## src/rtl/quotient_multiplier.sv

```systemverilog
// Sequential shift-add multiplier: product = quotient * divisor (+ remainder), quotient bits MSB-first.
// Latency: done/product valid the cycle after the 16th RUN edge (dividendBITS+1 edges incl. accept); 18-cycle issue interval.
// Backpressure: start is honoured only while in_ready=1; start and operand changes while busy are ignored.
//
// Ports:
//   clk, rst              rising-edge clock, asynchronous active-high reset
//   start/in_ready        request and accept handshake (accept on an edge with start=1 in IDLE)
//   divisor, quotient     operands latched on accept
//   remainder             addend latched on accept; present only when REMAINDER_ADD_EN is defined
//   busy, done            busy in RUN and DONE; done is a one-cycle completion pulse
//   product               result register, held until the next completion or reset
// Optional build macro: REMAINDER_ADD_EN (adds the remainder port and the final addition).
module quotient_multiplier #(
    parameter int divisorBITS  = 8,
    parameter int dividendBITS = 16,
    localparam int prodBITS    = divisorBITS + dividendBITS
) (
    input  logic                    clk,
    input  logic                    rst,
    input  logic                    start,
    input  logic [divisorBITS-1:0]  divisor,
    input  logic [dividendBITS-1:0] quotient,
`ifdef REMAINDER_ADD_EN
    input  logic [divisorBITS-1:0]  remainder,
`endif
    output logic                    in_ready,
    output logic                    busy,
    output logic                    done,
    output logic [prodBITS-1:0]     product
);

    localparam int CNT_W = $clog2(dividendBITS + 1);
    localparam logic [CNT_W-1:0] LAST_CNT = CNT_W'(dividendBITS - 1);

    typedef enum logic [1:0] {
        IDLE = 2'd0,
        RUN  = 2'd1,
        DONE = 2'd2
    } state_t;

    state_t                  state_q, state_d;
    logic [prodBITS-1:0]     acc_q, acc_d;
    logic [dividendBITS-1:0] qreg_q, qreg_d;
    logic [divisorBITS-1:0]  dvs_q, dvs_d;
    logic [CNT_W-1:0]        count_q, count_d;
    logic [prodBITS-1:0]     product_q, product_d;
    logic                    done_q, done_d;
    logic [prodBITS-1:0]     acc_step;
    logic [prodBITS-1:0]     final_sum;
`ifdef REMAINDER_ADD_EN
    logic [divisorBITS-1:0]  rem_q, rem_d;
`endif

    always_ff @(posedge clk or posedge rst) begin
        if (rst) begin
            state_q   <= IDLE;
            acc_q     <= '0;
            qreg_q    <= '0;
            dvs_q     <= '0;
            count_q   <= '0;
            product_q <= '0;
            done_q    <= 1'b0;
`ifdef REMAINDER_ADD_EN
            rem_q     <= '0;
`endif
        end else begin
            state_q   <= state_d;
            acc_q     <= acc_d;
            qreg_q    <= qreg_d;
            dvs_q     <= dvs_d;
            count_q   <= count_d;
            product_q <= product_d;
            done_q    <= done_d;
`ifdef REMAINDER_ADD_EN
            rem_q     <= rem_d;
`endif
        end
    end

    always_comb begin
        state_d   = state_q;
        acc_d     = acc_q;
        qreg_d    = qreg_q;
        dvs_d     = dvs_q;
        count_d   = count_q;
        product_d = product_q;
        done_d    = 1'b0;
`ifdef REMAINDER_ADD_EN
        rem_d     = rem_q;
`endif
        // One Horner step: double the partial product, add the divisor when the
        // current (most significant remaining) quotient bit is set.
        acc_step = {acc_q[prodBITS-2:0], 1'b0}
                 + (qreg_q[dividendBITS-1] ? {{dividendBITS{1'b0}}, dvs_q} : '0);
`ifdef REMAINDER_ADD_EN
        final_sum = acc_step + {{dividendBITS{1'b0}}, rem_q};
`else
        final_sum = acc_step;
`endif

        unique case (state_q)
            IDLE: begin
                if (start) begin
                    dvs_d   = divisor;
                    qreg_d  = quotient;
`ifdef REMAINDER_ADD_EN
                    rem_d   = remainder;
`endif
                    acc_d   = '0;
                    count_d = '0;
                    state_d = RUN;
                end
            end
            RUN: begin
                acc_d   = acc_step;
                qreg_d  = {qreg_q[dividendBITS-2:0], 1'b0};
                count_d = count_q + 1'b1;
                if (count_q == LAST_CNT) begin
                    // Result (and optional addend) lands in the same edge as the last step.
                    product_d = final_sum;
                    done_d    = 1'b1;
                    state_d   = DONE;
                end
            end
            DONE: begin
                state_d = IDLE;
            end
            default: begin
                state_d = IDLE;
            end
        endcase
    end

    assign in_ready = (state_q == IDLE);
    assign busy     = (state_q != IDLE);
    assign done     = done_q;
    assign product  = product_q;

endmodule

```

## config.mk

```make
export PLATFORM = sky130hd
export DESIGN_NAME = quotient_multiplier
export DESIGN_NICKNAME = d
export VERILOG_FILES = /design/src/rtl/quotient_multiplier.sv
export SDC_FILE = /design/constraint.sdc
export NUM_CORES = 1
export LEC_CHECK = 0
export BUFFER_PORTS_ARGS = -buffer_cell sky130_fd_sc_hd__buf_2
export CAP_MARGIN = 30
export CORE_AREA = 4 4 145 77
export DETAILED_ROUTE_END_ITERATION = 10
export DIE_AREA = 0 0 149 81
export SLEW_MARGIN = 20
export SYNTH_ARGS = -nofsm -noshare
export SYNTH_HDL_FRONTEND = slang
export SYNTH_SLANG_ARGS = --single-unit
```

## constraint.sdc

```tcl
create_clock -name clk -period 2.65 [get_ports clk]
set_input_delay 0.3975 -clock clk [delete_from_list [all_inputs] [get_ports clk]]
set_output_delay 0.3975 -clock clk [all_outputs]
set_load 0.005 [all_outputs]
```

* Word-level counts from Yosys, hierarchy flattened
Index checks and enable logic that the tools add are counted.
** Word-level totals
- Input port bits :: 27
- Logic and storage cells :: 32
- Bits in registers :: 79
** Cells by class
- Equality and inequality tests :: 4
- Mux-type cells :: 12
- $add $sub $neg :: 2
- Reductions and logical operators :: 7
** Operators with widths (number)
- one-hot mux 23 bit (2 select lines) :: 1
- one-hot mux 16 bit (2 select lines) :: 1
- adder 24 x 8 -> 24 bit :: 1
- two-way mux 23 bit :: 1
- two-way mux 16 bit :: 1
- one-hot mux 5 bit (2 select lines) :: 1
- two-way mux 8 bit :: 1
- AND reduction 2 bit :: 4
- adder 5 x 1 -> 5 bit, second input constant :: 1
- == test 5 x 4 -> 1 bit, second input constant :: 1
- two-way mux 5 bit :: 1
- two-way mux 2 bit :: 2
- inequality test 2 bit, second input constant :: 2
- one-hot mux 2 bit (2 select lines) :: 1
- nonzero test 2 bit :: 2
- == test 2 x 1 -> 1 bit, second input constant :: 1
- logical NOT 2 bit :: 1
- two-way mux 1 bit :: 2

* Longest topological paths before layout
Gate-level depths: netlist of run 1.
- Word-level depth :: 3
- Gate-level depth with buffers :: 8
- Mapped depth without buffers :: 8

* Least setup slack after synthesis of run 1
OpenSTA, ideal clock, no wires.
- Kind :: flip-flop to flip-flop
- Start :: reg qreg_q[15]
- End :: reg product_q[9] (netlist: product[9])
- Cell stages (with the launch flop) :: 9
- Arrival time :: 2.241 ns
- Clock period less this slack :: 2.364 ns
- Setup slack :: 0.286 ns
- Path buffers :: 0
- Cell sequence :: dfrtp_1 > and2_1 > ha_1 > fa_1 > a21o_1 > a221oi_2 > o21bai_1 > nor3b_1 > o31a_1
** On the way
- Cells in the longest elaborated chain, start to end :: 2
** RTL lines
- from (decl) :: line 43 : logic [dividendBITS-1:0] qreg_q, qreg_d;
- from (signal assigned) :: line 69 : qreg_q <= qreg_d;
- two-way mux 8 bit :: line 94 : + (qreg_q[dividendBITS-1] ? {{dividendBITS{1'b0}}, dvs_q} : '0);
- adder 24 x 8 -> 24 bit :: line 94
- to (signal assigned) :: line 72 : product_q <= product_d;
- to (decl) :: line 46 : logic [prodBITS-1:0] product_q, product_d;
Every way passes these cells.
A chain may end at the register's enable or synchronous reset.

* Final worst setup path of run 1
- Start :: reg qreg_q[15]
- End :: reg product_q[19] (netlist: product[19])
The elaborated chain is that of the path after synthesis.

==> key figures, run 1 <==
Run status
  – Run status: complete, no violations

Clock network
  – CTS tree: built
  – Clk pin slew, worst setup/hold paths: around 0.06 ns
  – Hold buffers post-CTS: 0
  – Total CTS buffers: 9
  – Clock Latency Late Sink: 0.34 ns
  – Postcts setup bufs: 0
  – Clock Path Buffers: 2
  – TritonCTS Sinks: between 70 and 80
  – CTS root buffer: clkbuf_16
  – Resized cells post-CTS: 0
  – H-tree level count: 3

GRT
  – Vias in the first global route: between 2000 and 3000
  – GRT Util Overall: between 10% and 20%
  – First-pass GRT wire length: 15.73 mm
  – Grt ovf: 0
  – Largest net degree at the start of global routing: between 40 and 50
  – Initial antenna violation count: 0

Power
  – Comb pwr share: a little under a third
  – Internal: around 3100 µW
  – Leakage Power: between 0.002 and 0.0025 µW
  – Clock network fraction of design power: a little over a quarter
  – Switch share: between 30% and 40%
  – Seq pwr share: a little over two fifths
  – Psw: ~1700 µW
  – Power Density: between 1000 and 1500 nW/µm²
  – Worst VDD drop: 0.0003829 V

Synthesis
  – Post-synth EDFFs: 0
  – Mapped Area: 3889 µm²
  – Warnings, synthesis: 0
  – Fraction of registers with async set/reset: 100.0%
  – Syn Nets: 447
  – Synth cell types: between 40 and 50
  – Synth area leaders: dfrtp_1, o21ai_0, nand2_1
  – Main synth FF type: dfrtp_1
  – Top cell type by total area after synthesis: dfrtp_1
  – Cells after Synth: 410
  – Register area share after synthesis: roughly half
  – Yosys top cell area share: 50.84%
  – #FFs+latches synth: 79
  – Avg Inst Size Synth: ~9.5 µm²

Critical path
  – Worst path max stage delay: around 0.41 ns
  – Slowest-stage cell, CP: fa_1
  – Worst R2R End: product[19]
  – Crit path cell chain: and2_1, ha_1, fa_1, a21o_1, a221oi_2, buf_4, a211oi_1, xnor2_1, o21ai_0
  – Flop-to-flop setup slack: ~0.25 ns
  – Worst EP arrival: around 2.6 ns
  – Worst Path Buf+Inv: 1
  – Crit. End Element: flip-flop
  – Crit path launch: qreg_q[15]
  – Crit start category: flip-flop
  – Crit path kind: flip-flop to flip-flop
  – Worst r2r src: qreg_q[15]
  – Worst reg-to-reg path cell count: 9
  – Top delay family on crit path: compound AO/OA/AOI/OAI gates
  – Crit-path max FO: 7
  – Critical Path RT: approximately 2.9 ns

Timing
  – Hold Vio Cnt, Final: 0
  – Slew HR: between 40% and 50%
  – Post-Route Setup TNS: 0 ns
  – Fin crit period: 2.404 ns
  – Clk_skew: between 0.005 and 0.006 ns
  – Slew Viols, Final: 0
  – Final setup violation count: 0
  – Max Fclk: 0.4159 GHz
  – Worst slew pin tran: roughly 0.75 ns
  – Final worst path period share: slightly above 90%
  – RSZ-0062 raised after global routing: false

Layout
  – Antenna cells: 0
  – Area grow syn2layout: 19.69%
  – Layout cell share with drive strength beyond 1: between 10% and 20%
  – Final net count: 502
  – Finished Layout Cells: 610
  – Filler instances: 956

Placed design
  – Placed insts: about 590
  – Final Wtd Congestion: 0.8396
  – IO Port Bufs: 53
  – HPWL after DPL: 6.818 mm

Drt
  – Vias/cell: between 5 and 6
  – DRT Pass-1 Iters: 5
  – Post-route ant nets: 0
  – Total routed wirelength: 9.424 mm
  – Routed length per instance: ~15 µm
  – DRC violations left: 0
  – DR vias: around 3200
  – 1st-iter DRT viols: approximately 200

Floorplanning
  – Core area: 9955 µm²
  – Die Y: approximately 81 µm
  – Die width: 149 µm
  – Die area: roughly 12000 µm²
  – IO Count: between 50 and 60
  – Initial Util: 39.06%
  – Rows: 26

Hold path
  – Min-Delay Path Class: input pin to async pin

Run
  – Max Cap Violations: 0
[area by class of cell]
type | instances | area (µm²) | share of cell area [%]
clock buffer | 12 | 236.5 | 5.081
timing repair buffer | 65 | 367.9 | 7.903
clock inverter | 4 | 70.07 | 1.505
sequential | 79 | 1977 | 42.47
multi-input combinational | 302 | 1798 | 38.63
inverter | 8 | 30.03 | 0.6452
tap | 140 | 175.2 | 3.763
[cells by family (layout without fill, tap and decap cells)]
group / Yosys count / after routing / share of synthesized area [%]
adders and majority gates: 10 / 10 / 3.411
buffers and inverters: 29 / 89 / 3.089
xor gates and xnor gates: 18 / 18 / 4.054
DFF: 79 / 79 / 50.84
muxes: 2 / 2 / 0.5791
and+or+nand+nor: 143 / 143 / 17.50
AOI/OAI and AO/OA: 129 / 129 / 20.53
[flip-flops by register name (all words and copies together), names as in the netlist]
register / flops
product: 24
qreg_q: 16
count_q: 5
state_q: 2
acc_q: 23
done: 1
dvs_q: 8
[worst max-delay path by stage]
| stage | end | cells after the start |
|---|---|---|
| after global placement | product[19] | 9 |
| after floorplan | acc_q[0] | 1 |
| final | product[19] | 9 |
| after global routing | acc_q[19] | 9 |
| after CTS | acc_q[19] | 9 |
| after detailed placement | product[19] | 9 |
[per-layer routing]
layer	track usage [%]	vias to the layer above	routed length (µm)
li1	-	1559	-
met1	27.33	1507	5150
met2	20.59	77	3677
met3	4.905	7	526
met4	4.658	0	69
met5	0	-	0
[power groups by stage]
stage	sequential (µW)	clock, µW	combinational, µW
2_1_floorplan	1970	0	1010
6_report	2070	1300	1470
5_1_grt	2150	1400	1690
3_5_place_dp	2080	0	1490
4_1_cts	2070	1330	1490
3_3_place_gp	2070	0	1440
[metrics by stage]
step                worst slack (ns)  utilization [%]  cell area, µm²  power, µW  hold slack [ns]
floorplan                     0.2291                -            3889       2988           0.4374
global placement              0.3034            43.60            4340       3506           0.4226
detailed placement            0.2612            43.68            4348       3564           0.4344
CTS                           0.2541            46.76            4654       4892          0.06870
global route                 0.09245            46.76            4654       5237          0.08451
finish                        0.2456            46.76            4654       4837          0.06191
[cells in the mapped netlist (2+ instances only)]
cell / number
a211oi_1: 4
a21o_1: 3
a21oi_1: 24
a22o_1: 4
a22oi_1: 15
a31oi_1: 4
and2_1: 9
and3_1: 4
and4_1: 2
buf_1: 3
buf_2: 3
buf_4: 2
clkbuf_1: 13
dfrtp_1: 79
ha_1: 9
inv_1: 8
mux2_2: 2
nand2_1: 77
nand2b_1: 3
nand3_1: 9
nand4_1: 8
nor2_1: 7
nor2b_1: 17
nor3_1: 2
o211ai_1: 3
o21ai_0: 60
o21bai_1: 2
xnor2_1: 7
xor2_1: 11
[cells in the final DEF, fill, tap and decap left out, types with 2 or more instances in the layout]
cell,n
nand3_1,9
xor2_1,11
a21o_1,3
a21oi_1,24
and2_1,9
o211ai_1,3
dfrtp_1,79
inv_1,7
and4_1,2
nand2_1,77
a31oi_1,4
clkbuf_16,9
nor2b_1,16
mux2_2,2
a211oi_1,4
a22o_1,4
bufinv_16,2
and3_1,4
nand2b_1,3
ha_1,9
nor3_1,2
buf_2,53
a22oi_1,15
xnor2_1,7
nand4_1,8
buf_4,11
clkbuf_1,3
o21ai_0,60
nor2_1,7
clkinv_2,2
Note: power is estimated with default switching activity, not from simulation.
==> run 2: changes to the inputs <==
- CELL_PAD_IN_SITES_DETAIL_PLACEMENT: unset -> 0
- CELL_PAD_IN_SITES_GLOBAL_PLACEMENT: unset -> 1
- PLACE_DENSITY_LB_ADDON: unset -> 0.1
- RECOVER_POWER: unset -> 100
==> run 2 against run 1 <==
Net effect: the flow now finishes with violations (capacitance limit, slew limit); core utilization decreased by 0.30 points; sequential power barely moved; via count fell by 1.0%; setup slack lost 0.050 ns; critical path type unchanged; largest power group unchanged.
==> key figures, run 2 (synthesis gave the netlist of run 1 again) <==
Layout
  – Area of the multi-input gates: 1792 µm² (was 1798 µm²)
  – Register area: 1978 µm² (was 1977 µm²)
  – Antenna cells: 0 (unchanged)
  – Most frequent cells in the layout: dfrtp_1, nand2_1, o21ai_0 (unchanged)
  – Final net count: 504 (was 502)
  – Commonest non-fill, non-tap cell in the layout: dfrtp_1 (unchanged)
  – Filler instances: 997 (was 956)
  – Layout cell share with drive strength beyond 1: 15.89% (was 18.94%)
  – Area grow syn2layout: 18.92% (was 19.69%)
  – Finished Layout Cells: 612 (was 610)
  – Max reg flops: 24 (unchanged)

Timing
  – Fin crit period: 2.454 ns (was 2.404 ns)
  – Slew Viols, Final: 80 (was 0)
  – Final setup margin: 0.1959 ns (was 0.2456 ns)
  – Slew HR: -33.19% (was 49.72%)
  – Worst slew pin tran: 1.998 ns (was 0.7537 ns)
  – RSZ-0062 raised after global routing: false (unchanged)
  – Post-Route Setup TNS: 0 ns (unchanged)
  – Clk_skew: 0.006796 ns (was 0.005095 ns)
  – Max Fclk: 0.4075 GHz (was 0.4159 GHz)
  – Final worst path period share: 92.61% (was 90.73%)
  – Hold Vio Cnt, Final: 0 (unchanged)
  – Final setup violation count: 0 (unchanged)

Critical path
  – Critical Path RT: 2.84 ns (was 2.86 ns)
  – Crit path launch: qreg_q[15] (unchanged)
  – Crit-path max FO: 5 (was 7)
  – Flop-to-flop setup slack: 0.20 ns (was 0.25 ns)
  – Crit path kind: flip-flop to flip-flop (unchanged)
  – Worst r2r src: qreg_q[15] (unchanged)
  – Crit start category: flip-flop (unchanged)
  – Worst EP arrival: 2.64 ns (was 2.62 ns)
  – Worst reg-to-reg path cell count: 8 (was 9)
  – CP endpoint: acc_q[13] (was product[19])
  – Crit. End Element: flip-flop (unchanged)
  – Worst R2R End: acc_q[13] (was product[19])

Placed design
  – HPWL after DPL: 6.744 mm (was 6.818 mm)
  – Placement Setup Slack: 0.1477 ns (was 0.2612 ns)
  – Placed insts: 594 (unchanged)
  – Final Wtd Congestion: 0.7888 (was 0.8396)
  – IO Port Bufs: 53 (unchanged)

Hold path
  – Hold depth: 3
  – Min-Delay Path Class: input pin to flip-flop (was input pin to async pin)

Floorplanning
  – Core area: 9955 µm² (unchanged)
  – Die width: 149 µm (unchanged)
  – Rows: 26 (unchanged)
  – Die area: 12070 µm² (unchanged)
  – IO Count: 54 (unchanged)
  – Initial Util: 39.06% (unchanged)
  – Die Y: 81 µm (unchanged)

Clock network
  – TritonCTS Sinks: 79 (unchanged)
  – Total CTS buffers: 9 (unchanged)
  – CTS tree: built (unchanged)
  – Clk pin slew, worst setup/hold paths: 0.06 ns (about the same)
  – CTS root buffer: clkbuf_16 (unchanged)
  – Clock Path Buffers: 2 (unchanged)
  – Clock Latency Late Sink: 0.33 ns (was 0.34 ns)
  – Hold buffers post-CTS: 0 (unchanged)
  – H-tree level count: 3 (unchanged)

Drt
  – 1st-iter DRT viols: 265 (was 202)
  – Total routed wirelength: 9.758 mm (was 9.424 mm)
  – DRT Pass-1 Iters: 4 (was 5)
  – Post-route ant nets: 0 (unchanged)
  – Routed length per instance: 15.94 µm (was 15.45 µm)
  – DR vias: 3117 (was 3150)
  – Vias/cell: 5.093 (was 5.164)
  – DRC violations left: 0 (unchanged)

Power
  – Leakage Power: 0.002094 µW (was 0.002171 µW)
  – Worst VDD drop: 0.0003706 V (was 0.0003829 V)
  – Power Density: 1044 nW/µm² (was 1039 nW/µm²)

GRT
  – Vias in the first global route: 3040 (was 2971)
  – GRT Util Overall: 17.09% (was 16.78%)
  – Grt ovf: 0 (unchanged)
  – Largest net degree at the start of global routing: 80 (was 48)
  – Initial antenna violation count: 0 (unchanged)
  – First-pass GRT wire length: 16.08 mm (was 15.73 mm)

Run status
  – Violated checks: capacitance limit, slew limit
  – Run status: finished, violations left (was complete, no violations)

Run
  – Max Cap Violations: 1 (was 0)
==> run 2: cell count changes in the layout (fill, tap and decap cells not counted), moves of 2 or more <==
cell,delta
and2_0,+3
and2_1,-3
buf_2,-14
buf_4,-3
clkbuf_1,+15
clkbuf_2,+3
clkinvlp_4,+2
==> run 2: layout make-up <==
cell class | count | area share, %
clock buffers | 10 | 4.951
clock inverters | 6 | 1.840
inverters | 8 | 0.6764
multi-input cells | 302 | 38.74
flip-flops and latches | 79 | 42.78
well taps | 140 | 3.788
repair buffers | 67 | 7.224
==> run 2: worst max-delay path, stage by stage (launching register included) <==
cell,delay (ns)
dfrtp_2,0.43
and2_0,0.17
ha_1,0.22
fa_1,0.41
a21o_1,0.23
a221o_1,0.42
nand4_1,0.15
xor2_1,0.18
o21ai_0,0.11
==> run 2: repair_timing <==
item / 4_1_cts / 5_1_grt
setup endpoints to repair: 0 / 9
gates resized for setup: 0 / 2
buffers inserted: 0 / 2
==> run 2: worst min-delay path by stage <==
stage                      from          end
floorplan              dvs_q[1]     dvs_q[1]
finish               divisor[0]     dvs_q[0]
CTS                         rst     dvs_q[0]
global placement    product[14]  product[14]
global route         divisor[0]     dvs_q[0]
detailed placement     dvs_q[2]     dvs_q[2]
==> run 2: stage by stage <==
stage / power [µW] / area [µm²] / util [%] / hold slack (ns)
2_1_floorplan: 2988 / 3889 / - / 0.4374
3_3_place_gp: 3528 / 4349 / 43.69 / 0.4547
3_5_place_dp: 3561 / 4349 / 43.69 / 0.4601
4_1_cts: 4901 / 4663 / 46.85 / 0.1594
5_1_grt: 5191 / 4624 / 46.46 / 0.2440
6_report: 4826 / 4624 / 46.46 / 0.2518
==> run 2: where the power goes <==
group	internal, µW	total, µW	switching, µW
registers	1670	2080	412
logic	590	1430	839
clock network	822	1320	494
==> run 2: layer usage <==
metal	track usage, %	vias up	share of wire [%]
li1	-	1562	-
met1	27.53	1480	57
met2	21.81	71	37
met3	5.295	4	5.1
met4	3.470	0	0.45
met5	0	-	0
